<file path="config.mk">
export PLATFORM = sky130hd
export DESIGN_NAME = etc_id_encoder_flat
export DESIGN_NICKNAME = d
export VERILOG_FILES = /design/src/rtl/etc_id_encoder_if.sv /design/src/rtl/etc_id_encoder.sv /design/src/flat_wrapper.sv
export SDC_FILE = /design/constraint.sdc
export NUM_CORES = 2
export LEC_CHECK = 0
export CORE_MARGIN = 4
export CORE_UTILIZATION = 50
export DETAILED_ROUTE_END_ITERATION = 16
export PLACE_DENSITY = 0.67
export REMOVE_ABC_BUFFERS = 1
export SLEW_MARGIN = 20
export SYNTH_ARGS = -nofsm -noshare
export SYNTH_HDL_FRONTEND = slang
export SYNTH_SLANG_ARGS = --single-unit
</file>
<file path="constraint.sdc">
create_clock -name sclk -period 47.4 [get_ports sclk]
set_input_delay 4.74 -clock sclk [delete_from_list [all_inputs] [get_ports sclk]]
set_output_delay 4.74 -clock sclk [all_outputs]
set_load 0.05 [all_outputs]
</file>
<file path="src/rtl/etc_id_encoder_if.sv">
// Pixel-in / block-out bundle for the ETC1 individual-mode encoder.
//   pix_rtr   : pixel valid (source -> encoder)
//   pix_rdy   : encoder accepting pixels
//   flip      : subblock orientation, taken with pixel 0
//   r, g, b   : pixel colour
//   block_rts : one-cycle pulse, block valid
//   block     : packed 64-bit ETC1 block, held until the next pulse
//   busy      : encoder is not in its pixel-load state
// The master modport is the pixel source / block sink; slave is the encoder.
interface etc_id_encoder_if;
  logic        pix_rtr;
  logic        pix_rdy;
  logic        flip;
  logic [7:0]  r;
  logic [7:0]  g;
  logic [7:0]  b;
  logic        block_rts;
  logic [63:0] block;
  logic        busy;

  modport master (
    output pix_rtr, flip, r, g, b,
    input  pix_rdy, block_rts, block, busy
  );

  modport slave (
    input  pix_rtr, flip, r, g, b,
    output pix_rdy, block_rts, block, busy
  );
endinterface

</file>
<file path="src/rtl/etc_id_encoder.sv">
// ETC1 individual-mode block encoder.
// Loads a 4x4 RGB888 tile (pixel index i = x*4 + y), derives a 4-bit base colour per subblock,
// picks a modifier table per subblock and per-pixel indices, then emits the 64-bit block.
// Ports:
//   sclk : clock
//   rsrt : asynchronous active-high reset
//   bus  : etc_id_encoder_if.slave (pixel handshake in, block pulse out, busy)
// Build option: ETC_ENC_TABLE_SEARCH_EN defined adds the 8-table SEARCH state; otherwise
// both subblocks use table 3 and BASE goes straight to INDEX.
module etc_id_encoder (
  input  logic             sclk,
  input  logic             rsrt,
  etc_id_encoder_if.slave  bus
);

  typedef enum logic [2:0] {StLoad, StBase, StSearch, StIndex, StPack} state_e;

  state_e                state_q, state_d;
  logic [3:0]            cnt_q, cnt_d;
  logic                  flip_q, flip_d;
  logic [15:0][23:0]     pix_q, pix_d;     // {r, g, b} per pixel index
  logic [1:0][2:0][10:0] sum_q, sum_d;     // [subblock][channel], channel 2 = R
  logic [1:0][11:0]      base_q, base_d;   // 4-bit {R, G, B} per subblock
  logic [15:0]           msb_q, msb_d;
  logic [15:0]           lsb_q, lsb_d;
  logic [63:0]           block_q, block_d;
  logic                  block_rts_q, block_rts_d;

  logic [1:0][2:0]       sel_tbl;
  logic                  sb;
  logic                  sb_load;
  logic [23:0]           pix_cur;
  logic [2:0]            tbl_cur;
  logic [11:0]           bc;               // {error, code} of best code for pix_cur

`ifdef ETC_ENC_TABLE_SEARCH_EN
  logic [2:0]            tbl_q, tbl_d;
  logic [1:0][12:0]      acc_q, acc_d;
  logic [1:0][12:0]      best_err_q, best_err_d;
  logic [1:0][2:0]       best_tbl_q, best_tbl_d;
  assign sel_tbl = best_tbl_q;
`else
  logic                  unused_err;
  assign sel_tbl    = {3'd3, 3'd3};
  assign unused_err = ^bc[11:2];
`endif

  // Rounded 3-bit-shift average, then round to 4 bits with saturation.
  function automatic logic [3:0] quant(input logic [10:0] sum);
    logic [11:0] avg;
    logic [11:0] rnd;
    avg = ({1'b0, sum} + 12'd4) >> 3;
    rnd = (avg + 12'd8) >> 4;
    return (rnd > 12'd15) ? 4'd15 : rnd[3:0];
  endfunction

  // {a, b} modifier magnitudes.
  function automatic logic [15:0] mod_pair(input logic [2:0] t);
    logic [15:0] ab;
    case (t)
      3'd0:    ab = {8'd2,  8'd8};
      3'd1:    ab = {8'd5,  8'd17};
      3'd2:    ab = {8'd9,  8'd29};
      3'd3:    ab = {8'd13, 8'd42};
      3'd4:    ab = {8'd18, 8'd60};
      3'd5:    ab = {8'd24, 8'd80};
      3'd6:    ab = {8'd33, 8'd106};
      default: ab = {8'd47, 8'd183};
    endcase
    return ab;
  endfunction

  // Lowest-error code for one pixel; codes scanned 0..3 with strict compare so ties keep
  // the lower code.
  function automatic logic [11:0] best_code(input logic [23:0] pix, input logic [11:0] base,
                                            input logic [2:0] t);
    logic [15:0] ab;
    logic [7:0]  m;
    logic [7:0]  p;
    logic [7:0]  bexp;
    logic [8:0]  c_val;
    logic [9:0]  e;
    logic [9:0]  best_e;
    logic [1:0]  best_c;
    ab     = mod_pair(t);
    best_e = '1;
    best_c = 2'd0;
    for (int code = 0; code < 4; code++) begin
      m = code[0] ? ab[7:0] : ab[15:8];
      e = '0;
      for (int ch = 0; ch < 3; ch++) begin
        p    = pix[ch*8 +: 8];
        bexp = {base[ch*4 +: 4], base[ch*4 +: 4]};
        if (code[1]) begin
          c_val = (bexp > m) ? {1'b0, bexp - m} : 9'd0;
        end else begin
          c_val = (({1'b0, bexp} + {1'b0, m}) > 9'd255) ? 9'd255 : ({1'b0, bexp} + {1'b0, m});
        end
        e = e + ((c_val > {1'b0, p}) ? {1'b0, c_val - {1'b0, p}} : {1'b0, {1'b0, p} - c_val});
      end
      if (e < best_e) begin
        best_e = e;
        best_c = 2'(code);
      end
    end
    return {best_e, best_c};
  endfunction

  // flip for pixel 0 comes straight from the bus since it is sampled in the same cycle.
  assign sb_load = ((cnt_q == 4'd0) ? bus.flip : flip_q) ? cnt_q[1] : cnt_q[3];
  assign sb      = flip_q ? cnt_q[1] : cnt_q[3];
  assign pix_cur = pix_q[cnt_q];
`ifdef ETC_ENC_TABLE_SEARCH_EN
  assign tbl_cur = (state_q == StSearch) ? tbl_q : sel_tbl[sb];
`else
  assign tbl_cur = sel_tbl[sb];
`endif
  assign bc      = best_code(pix_cur, base_q[sb], tbl_cur);

  always_comb begin
    state_d     = state_q;
    cnt_d       = cnt_q;
    flip_d      = flip_q;
    pix_d       = pix_q;
    sum_d       = sum_q;
    base_d      = base_q;
    msb_d       = msb_q;
    lsb_d       = lsb_q;
    block_d     = block_q;
    block_rts_d = 1'b0;
`ifdef ETC_ENC_TABLE_SEARCH_EN
    tbl_d       = tbl_q;
    acc_d       = acc_q;
    best_err_d  = best_err_q;
    best_tbl_d  = best_tbl_q;
`endif
    case (state_q)
      StLoad: begin
        if (bus.pix_rtr) begin
          if (cnt_q == 4'd0) flip_d = bus.flip;
          pix_d[cnt_q]       = {bus.r, bus.g, bus.b};
          sum_d[sb_load][2]  = sum_q[sb_load][2] + {3'b0, bus.r};
          sum_d[sb_load][1]  = sum_q[sb_load][1] + {3'b0, bus.g};
          sum_d[sb_load][0]  = sum_q[sb_load][0] + {3'b0, bus.b};
          cnt_d              = cnt_q + 4'd1;
          if (cnt_q == 4'd15) state_d = StBase;
        end
      end
      StBase: begin
        for (int s = 0; s < 2; s++) begin
          for (int ch = 0; ch < 3; ch++) begin
            base_d[s][ch*4 +: 4] = quant(sum_q[s][ch]);
          end
        end
        sum_d = '0;  // ready for the next tile
`ifdef ETC_ENC_TABLE_SEARCH_EN
        state_d = StSearch;
`else
        state_d = StIndex;
`endif
      end
`ifdef ETC_ENC_TABLE_SEARCH_EN
      StSearch: begin
        acc_d[sb] = acc_q[sb] + {3'b0, bc[11:2]};
        cnt_d     = cnt_q + 4'd1;
        if (cnt_q == 4'd15) begin
          // Table 0 always seeds the best; later tables need a strictly smaller total.
          for (int s = 0; s < 2; s++) begin
            if ((tbl_q == 3'd0) || (acc_d[s] < best_err_q[s])) begin
              best_err_d[s] = acc_d[s];
              best_tbl_d[s] = tbl_q;
            end
          end
          acc_d = '0;
          tbl_d = tbl_q + 3'd1;
          if (tbl_q == 3'd7) state_d = StIndex;
        end
      end
`endif
      StIndex: begin
        msb_d[cnt_q] = bc[1];
        lsb_d[cnt_q] = bc[0];
        cnt_d        = cnt_q + 4'd1;
        if (cnt_q == 4'd15) state_d = StPack;
      end
      StPack: begin
        block_d = {base_q[0][11:8], base_q[1][11:8],
                   base_q[0][7:4],  base_q[1][7:4],
                   base_q[0][3:0],  base_q[1][3:0],
                   sel_tbl[0], sel_tbl[1], 1'b0, flip_q,
                   msb_q, lsb_q};
        block_rts_d = 1'b1;
        state_d     = StLoad;
      end
      default: state_d = StLoad;
    endcase
  end

  always_ff @(posedge sclk or posedge rsrt) begin
    if (rsrt) begin
      state_q     <= StLoad;
      cnt_q       <= '0;
      flip_q      <= 1'b0;
      pix_q       <= '0;
      sum_q       <= '0;
      base_q      <= '0;
      msb_q       <= '0;
      lsb_q       <= '0;
      block_q     <= '0;
      block_rts_q <= 1'b0;
`ifdef ETC_ENC_TABLE_SEARCH_EN
      tbl_q       <= '0;
      acc_q       <= '0;
      best_err_q  <= '0;
      best_tbl_q  <= '0;
`endif
    end else begin
      state_q     <= state_d;
      cnt_q       <= cnt_d;
      flip_q      <= flip_d;
      pix_q       <= pix_d;
      sum_q       <= sum_d;
      base_q      <= base_d;
      msb_q       <= msb_d;
      lsb_q       <= lsb_d;
      block_q     <= block_d;
      block_rts_q <= block_rts_d;
`ifdef ETC_ENC_TABLE_SEARCH_EN
      tbl_q       <= tbl_d;
      acc_q       <= acc_d;
      best_err_q  <= best_err_d;
      best_tbl_q  <= best_tbl_d;
`endif
    end
  end

  assign bus.pix_rdy   = (state_q == StLoad);
  assign bus.busy      = (state_q != StLoad);
  assign bus.block     = block_q;
  assign bus.block_rts = block_rts_q;

endmodule

</file>
<file path="src/flat_wrapper.sv">
// flat-port wrapper written by rule: the top's interface ports become plain ports
module etc_id_encoder_flat 
  (sclk, rsrt, bus_pix_rtr, bus_flip, bus_r, bus_g, bus_b, bus_pix_rdy, bus_block_rts, bus_block, bus_busy);
  etc_id_encoder_if bus_i ();
  input  logic sclk;
  input  logic rsrt;
  input wire logic [$bits(bus_i.pix_rtr)-1:0] bus_pix_rtr;
  input wire logic [$bits(bus_i.flip)-1:0] bus_flip;
  input wire logic [$bits(bus_i.r)-1:0] bus_r;
  input wire logic [$bits(bus_i.g)-1:0] bus_g;
  input wire logic [$bits(bus_i.b)-1:0] bus_b;
  output wire logic [$bits(bus_i.pix_rdy)-1:0] bus_pix_rdy;
  output wire logic [$bits(bus_i.block_rts)-1:0] bus_block_rts;
  output wire logic [$bits(bus_i.block)-1:0] bus_block;
  output wire logic [$bits(bus_i.busy)-1:0] bus_busy;
  assign bus_i.pix_rtr = bus_pix_rtr;
  assign bus_i.flip = bus_flip;
  assign bus_i.r = bus_r;
  assign bus_i.g = bus_g;
  assign bus_i.b = bus_b;
  assign bus_pix_rdy = bus_i.pix_rdy;
  assign bus_block_rts = bus_i.block_rts;
  assign bus_block = bus_i.block;
  assign bus_busy = bus_i.busy;
  etc_id_encoder u_core (.sclk(sclk), .rsrt(rsrt), .bus(bus_i));
endmodule
</file>
After elaboration in Yosys (flattened, before gate mapping)
Cells that the tools add are included.

Bits in registers: 576. Word-level logic and storage cells: 227. Output and inout bits: 67. Bits of input ports: 28.

Equal/unequal tests: 13. Order comparisons: 39. Reductions and logical operators: 12. Mux-type cells: 72. $add $sub $neg: 60.

Operator list (number): 384-bit bitwise mux (1); 66-bit bitwise mux (3); 9-bit 2-to-1 mux (18); 66-bit case mux with 2 select lines (1); 9-bit by 8-bit > comparator with 1-bit output (12); 8-bit by 9-bit subtractor with 9-bit output (12); 9-bit by 8-bit subtractor with 9-bit output (12); 33-bit demux with 1-bit select (3); 33-bit 2-to-1 mux (3); 14-bit case mux with 7 select lines (1); 24-bit binary-select mux with 4-bit select (1); 24-bit demux with 4-bit select (1); 10-bit adder (8); 11-bit by 3-bit adder with 12-bit output (second input constant) (6); 66-bit 2-to-1 mux (1); 9-bit by 4-bit adder with 10-bit output (second input constant) (6); 9-bit by 8-bit > comparator with 1-bit output (second input constant) (6); 8-bit by 4-bit > comparator with 1-bit output (second input constant) (6); 24-bit 2-to-1 mux (2); 8-bit 2-to-1 mux (6); 11-bit by 8-bit adder with 11-bit output (3); 16-bit bitwise mux (2); 10-bit less-than comparator (3); 10-bit 2-to-1 mux (3); 35 further kinds (76).

Longest topological paths before layout
Depth after elaboration: 21. Mapped depth: 59. Depth with buffers taken out: 53.

Least setup slack after synthesis
No wires, ideal clock.

Path kind: reg-to-reg. From: reg u_core.cnt_q[3]. To: reg u_core.lsb_q[0]. Setup time: 0.125 ns. Clock period less this slack: 11.737 ns. Slack: 35.663 ns. Buffers on the path: 6. Cell stages (with the launch flop): 53. Arrival: 11.612 ns. Data required time: 47.275 ns. Cell sequence: dfrtp_1 nor2b_1 a21oi_1 buf_2 mux2i_1 clkinv_1 buf_1 ha_1 nor2_1 nor2_1 or3_1 and2_1 ha_1 o21ai_1 a2111oi_0 o21ai_1 a22oi_1 buf_2 [17 not listed] inv_1 ha_1 a211oi_1 nor2_1 nor2_1 o21ai_0 o41ai_2 buf_2 mux2_1 ha_1 nand4_1 nor2_1 nand2_1 a2111oi_0 a211o_2 o21ai_2 buf_2 mux2_2.

Longest elaborated chain between the ends: 19. Elaborated cells between the ends (all ways): 113.

RTL lines: from (decl) (RTL line etc_id_encoder.sv:19) `logic [3:0] cnt_q, cnt_d;`; from (signal assigned) (RTL line etc_id_encoder.sv:219) `cnt_q <= cnt_d;`; 1-bit 2-to-1 mux (RTL line etc_id_encoder.sv:111) `assign sb = flip_q ? cnt_q[1] : cnt_q[3];`; 12-bit 2-to-1 mux (not written as such) (2 in series) (RTL line etc_id_encoder.sv:118) `assign bc = best_code(pix_cur, base_q[sb], tbl_cur);`; 8-bit by 6-bit adder with 9-bit output (RTL line etc_id_encoder.sv:97) `c_val = (({1'b0, bexp} + {1'b0, m}) > 9'd255) ? 9'd255 : ({1'b0, bexp} + {1'b0, m});`; 9-bit by 8-bit > comparator with 1-bit output; 9-bit 2-to-1 mux (RTL line etc_id_encoder.sv:97); 8-bit by 9-bit subtractor with 9-bit output (tied with other cells) (RTL line etc_id_encoder.sv:99) `e = e + ((c_val > {1'b0, p}) ? {1'b0, c_val - {1'b0, p}} : {1'b0, {1'b0, p} - c_val});`; 9-bit 2-to-1 mux (RTL line etc_id_encoder.sv:99); 10-bit adder (2 in series) (RTL line etc_id_encoder.sv:99); 10-bit less-than comparator (RTL line etc_id_encoder.sv:101) `if (e < best_e) begin`; 10-bit 2-to-1 mux (RTL line etc_id_encoder.sv:101); 10-bit less-than comparator (RTL line etc_id_encoder.sv:101); 10-bit 2-to-1 mux (RTL line etc_id_encoder.sv:101); 10-bit less-than comparator (RTL line etc_id_encoder.sv:101); 10-bit 2-to-1 mux (RTL line etc_id_encoder.sv:101); 10-bit less-than comparator (RTL line etc_id_encoder.sv:101); 2-bit 2-to-1 mux (RTL line etc_id_encoder.sv:101); 16-bit bitwise mux (*) (RTL line etc_id_encoder.sv:182) `lsb_d[cnt_q] = bc[0];`; to (signal assigned) (RTL line etc_id_encoder.sv:225) `lsb_q <= lsb_d;`; to (decl) (RTL line etc_id_encoder.sv:25) `logic [15:0] lsb_q, lsb_d;`.

Mark *: on every way between the ends. The rest lies on a longest branch, timed or not. The select of a mux whose other input is x is not followed. A chain may end at the register's enable or synchronous reset.

Worst setup path after layout
From: reg u_core.cnt_q[1]. To: reg u_core.lsb_q[15].

Same word-level chain as after synthesis.

==> metrics.txt <==
Area after DPL 0.04091 mm²; DIE HEIGHT 287.6 µm; vias in the first global route 27.30k; antenna violations before repair 0; antenna viol nets, final 0; Max Cap Viol 0; Cell variety after synth 78; Area contributors post-synth dfrtp_1 37%, mux2_2 14%, ha_1 9.9%, mux4_2 6.9%, fa_1 3.4%; Synth top area share 0.3670; initial core utilization 0.5044; post-synth top area cell dfrtp_1; CP max-delay cell a21oi_2; Post-CTS Resized 0; row count 102; IO Count 95; CTS sink count 573; CP endpoint kind flip-flop; DR WL met2 49.14 mm; Syn Inst Count 3639; die width 287.6 µm; Post-route DRC 0; worst min path class reg2reg; Fillers 6721; Final Cell Area 0.04283 mm²; most used cell, CP ha_1; CTS root buf clkbuf_16; M1 WL 45.96 mm; status complete, no violations; met3 WL 4.720 mm; flops & latches, synth 573; Synth Area per Inst 10.74 µm²; data required time at the worst endpoint 47.90 ns; core box area 0.07747 mm²; Top Metal Used met4; clock buffer depth 3; crit path time final 13.84 ns; commonest non-fill, non-tap cell in the layout dfrtp_1; final-report hold violation count 0; share of synthesized registers carrying an async set or reset 1.000; PortBufs 91; Final Worst Setup Slack 33.56 ns; CTS buffer count 59; GRT Overall Usage 0.2449; Worst-Margin Slew 1.112 ns; gr ovfl total 0; DP HPWL 71.17 mm; critical path class reg2reg; CP arrival 14.34 ns; H-tree depth 2; Setup violations, final 0; most frequently used flop master after synthesis dfrtp_1; register area share after synthesis 0.3670; Yosys Warn Count 0; Post-synth EDFFs 0; setup tns final 0 ns; Worst Setup Slack post-DPL 33.78 ns; Initial DRC Count 1987; first-pass GRT wire length 158.7 mm; drt first pass iters 5; via density per instance 5.850; share of the clock period used by the worst path 0.2919; commonest cells after routing, fill and taps aside 569 x dfrtp_1, 491 x mux2_2, 312 x nand2_1; wire per inst 21.66 µm; Slew Viols, Final 0; largest net degree at the start of global routing 163; placer congestion estimate 0.9423; via count 27.67k; Hold-fix buffers, CTS 0; Cell Area, Synth 0.03907 mm²; Nets 4044; setup repair bufs after CTS 0; f_max 72.26 MHz; worst-path fanout max 58; clock slew at reported path FFs 0.07 ns; CTS tree built; crit path launch type flip-flop; share of cells above drive strength 1 0.2133; Synth-to-Final Area Change 9.603%; Worst slew margin 0.2590; full die area 0.08269 mm²; CP max stage delay 0.98 ns; Routed WL 102.4 mm; clk_skew 0.01878 ns; latest clock arrival within the worst-skew pair 0.63 ns; unrepaired setup endpoints after global routing no
[sequential cells by signal (all words and copies together), names as in the netlist]
name / cells
u_core.msb_q: 16
u_core.base_q: 24
u_core.pix_q: 384
u_core.state_q: 3
u_core.bus.block_rts: 1
u_core.flip_q: 1
u_core.bus.block: 58
u_core.sum_q: 66
u_core.lsb_q: 16
u_core.cnt_q: 4
[per-stage QoR]
| step | utilization | hold WS, ns | instances |
|---|---|---|---|
| 3_5_place_dp | 0.5281 | 0.4659 | 4619 |
| 6_report | 0.5528 | 0.4780 | 4730 |
| 4_1_cts | 0.5527 | 0.4797 | 4729 |
| 2_1_floorplan | - | 0.4446 | 3445 |
| 5_1_grt | 0.5528 | 0.4993 | 4729 |
| 3_3_place_gp | 0.5281 | 0.4568 | 4619 |
[synthesized netlist by cell type, types with 10 or more instances]
cell / instances
a211o_1: 15
a211oi_1: 13
a21o_1: 57
a21oi_1: 159
a31oi_1: 20
and2_1: 14
and4_1: 10
buf_1: 26
buf_2: 14
clkbuf_1: 149
dfrtp_1: 573
fa_1: 67
ha_1: 309
inv_1: 253
mux2_2: 491
mux2i_1: 59
mux4_2: 120
nand2_1: 321
nand2b_1: 34
nand3_1: 89
nand4_1: 25
nor2_1: 161
nor2b_1: 37
nor3_1: 34
o211ai_1: 16
o21a_1: 22
o21ai_0: 176
o21ai_1: 20
o21bai_1: 21
xnor2_1: 134
xor2_1: 50
[cell type report]
type / instances / area [µm²] / share of cell area
multi-input cells: 2614 / 23040 / 0.5380
clock buffers: 87 / 1662 / 0.03880
clock inverters: 23 / 245.2 / 0.005726
diodes: 1 / 2.502 / 0.00005843
well taps: 1040 / 1301 / 0.03038
repair buffers: 134 / 1250 / 0.02919
inverters: 258 / 975.9 / 0.02279
flip-flops and latches: 573 / 14350 / 0.3350
[worst max-delay path: cells and delay by family (launching register included)]
family | cells | cell delay [ns]
AO/OA/AOI/OAI | 21 | 5.85
AND/OR/NAND/NOR | 8 | 1.21
adder cells (fa/ha/maj) | 7 | 2.74
multiplexers | 4 | 1.46
buffers and inverters | 6 | 1.21
XOR/XNOR | 2 | 0.40
flip-flops | 1 | 0.80
[final timing paths]
path                             startpoint           endpoint  slack, ns  depth (start not counted)
hold reg to reg            u_core.pix_q[89]   u_core.pix_q[89]       0.48                          2
min in group asynchronous              rsrt  u_core.pix_q[218]       4.72                          2
setup reg to reg            u_core.cnt_q[1]   u_core.lsb_q[15]      33.56                         48
max in group asynchronous              rsrt   u_core.msb_q[13]      40.32                          4
hold / removal             u_core.pix_q[89]   u_core.pix_q[89]       0.48                          2
setup / recovery            u_core.cnt_q[1]   u_core.lsb_q[15]      33.56                         48
[layer usage]
metal / vias up / global-route usage
met5: - / 0
met4: 0 / 0.06382
met3: 146 / 0.03405
met2: 679 / 0.4060
met1: 13993 / 0.3403
li1: 12853 / -
[cells by family (layout without fill, tap and decap cells)]
family / after synthesis / count (layout) / synth area share
flip-flops: 573 / 573 / 0.3670
buffers and inverters: 454 / 502 / 0.04467
AO/OA/AOI/OAI: 608 / 608 / 0.09712
AND/OR/NAND/NOR: 768 / 768 / 0.08950
multiplexers: 672 / 672 / 0.2264
adder cells (fa/ha/maj): 379 / 379 / 0.1340
XOR/XNOR: 184 / 184 / 0.04124
other: 1 / 4 / 0.00009597
Power is not shown: default switching activity piles up to over one toggle a cycle in this logic, so the estimate is an artifact.
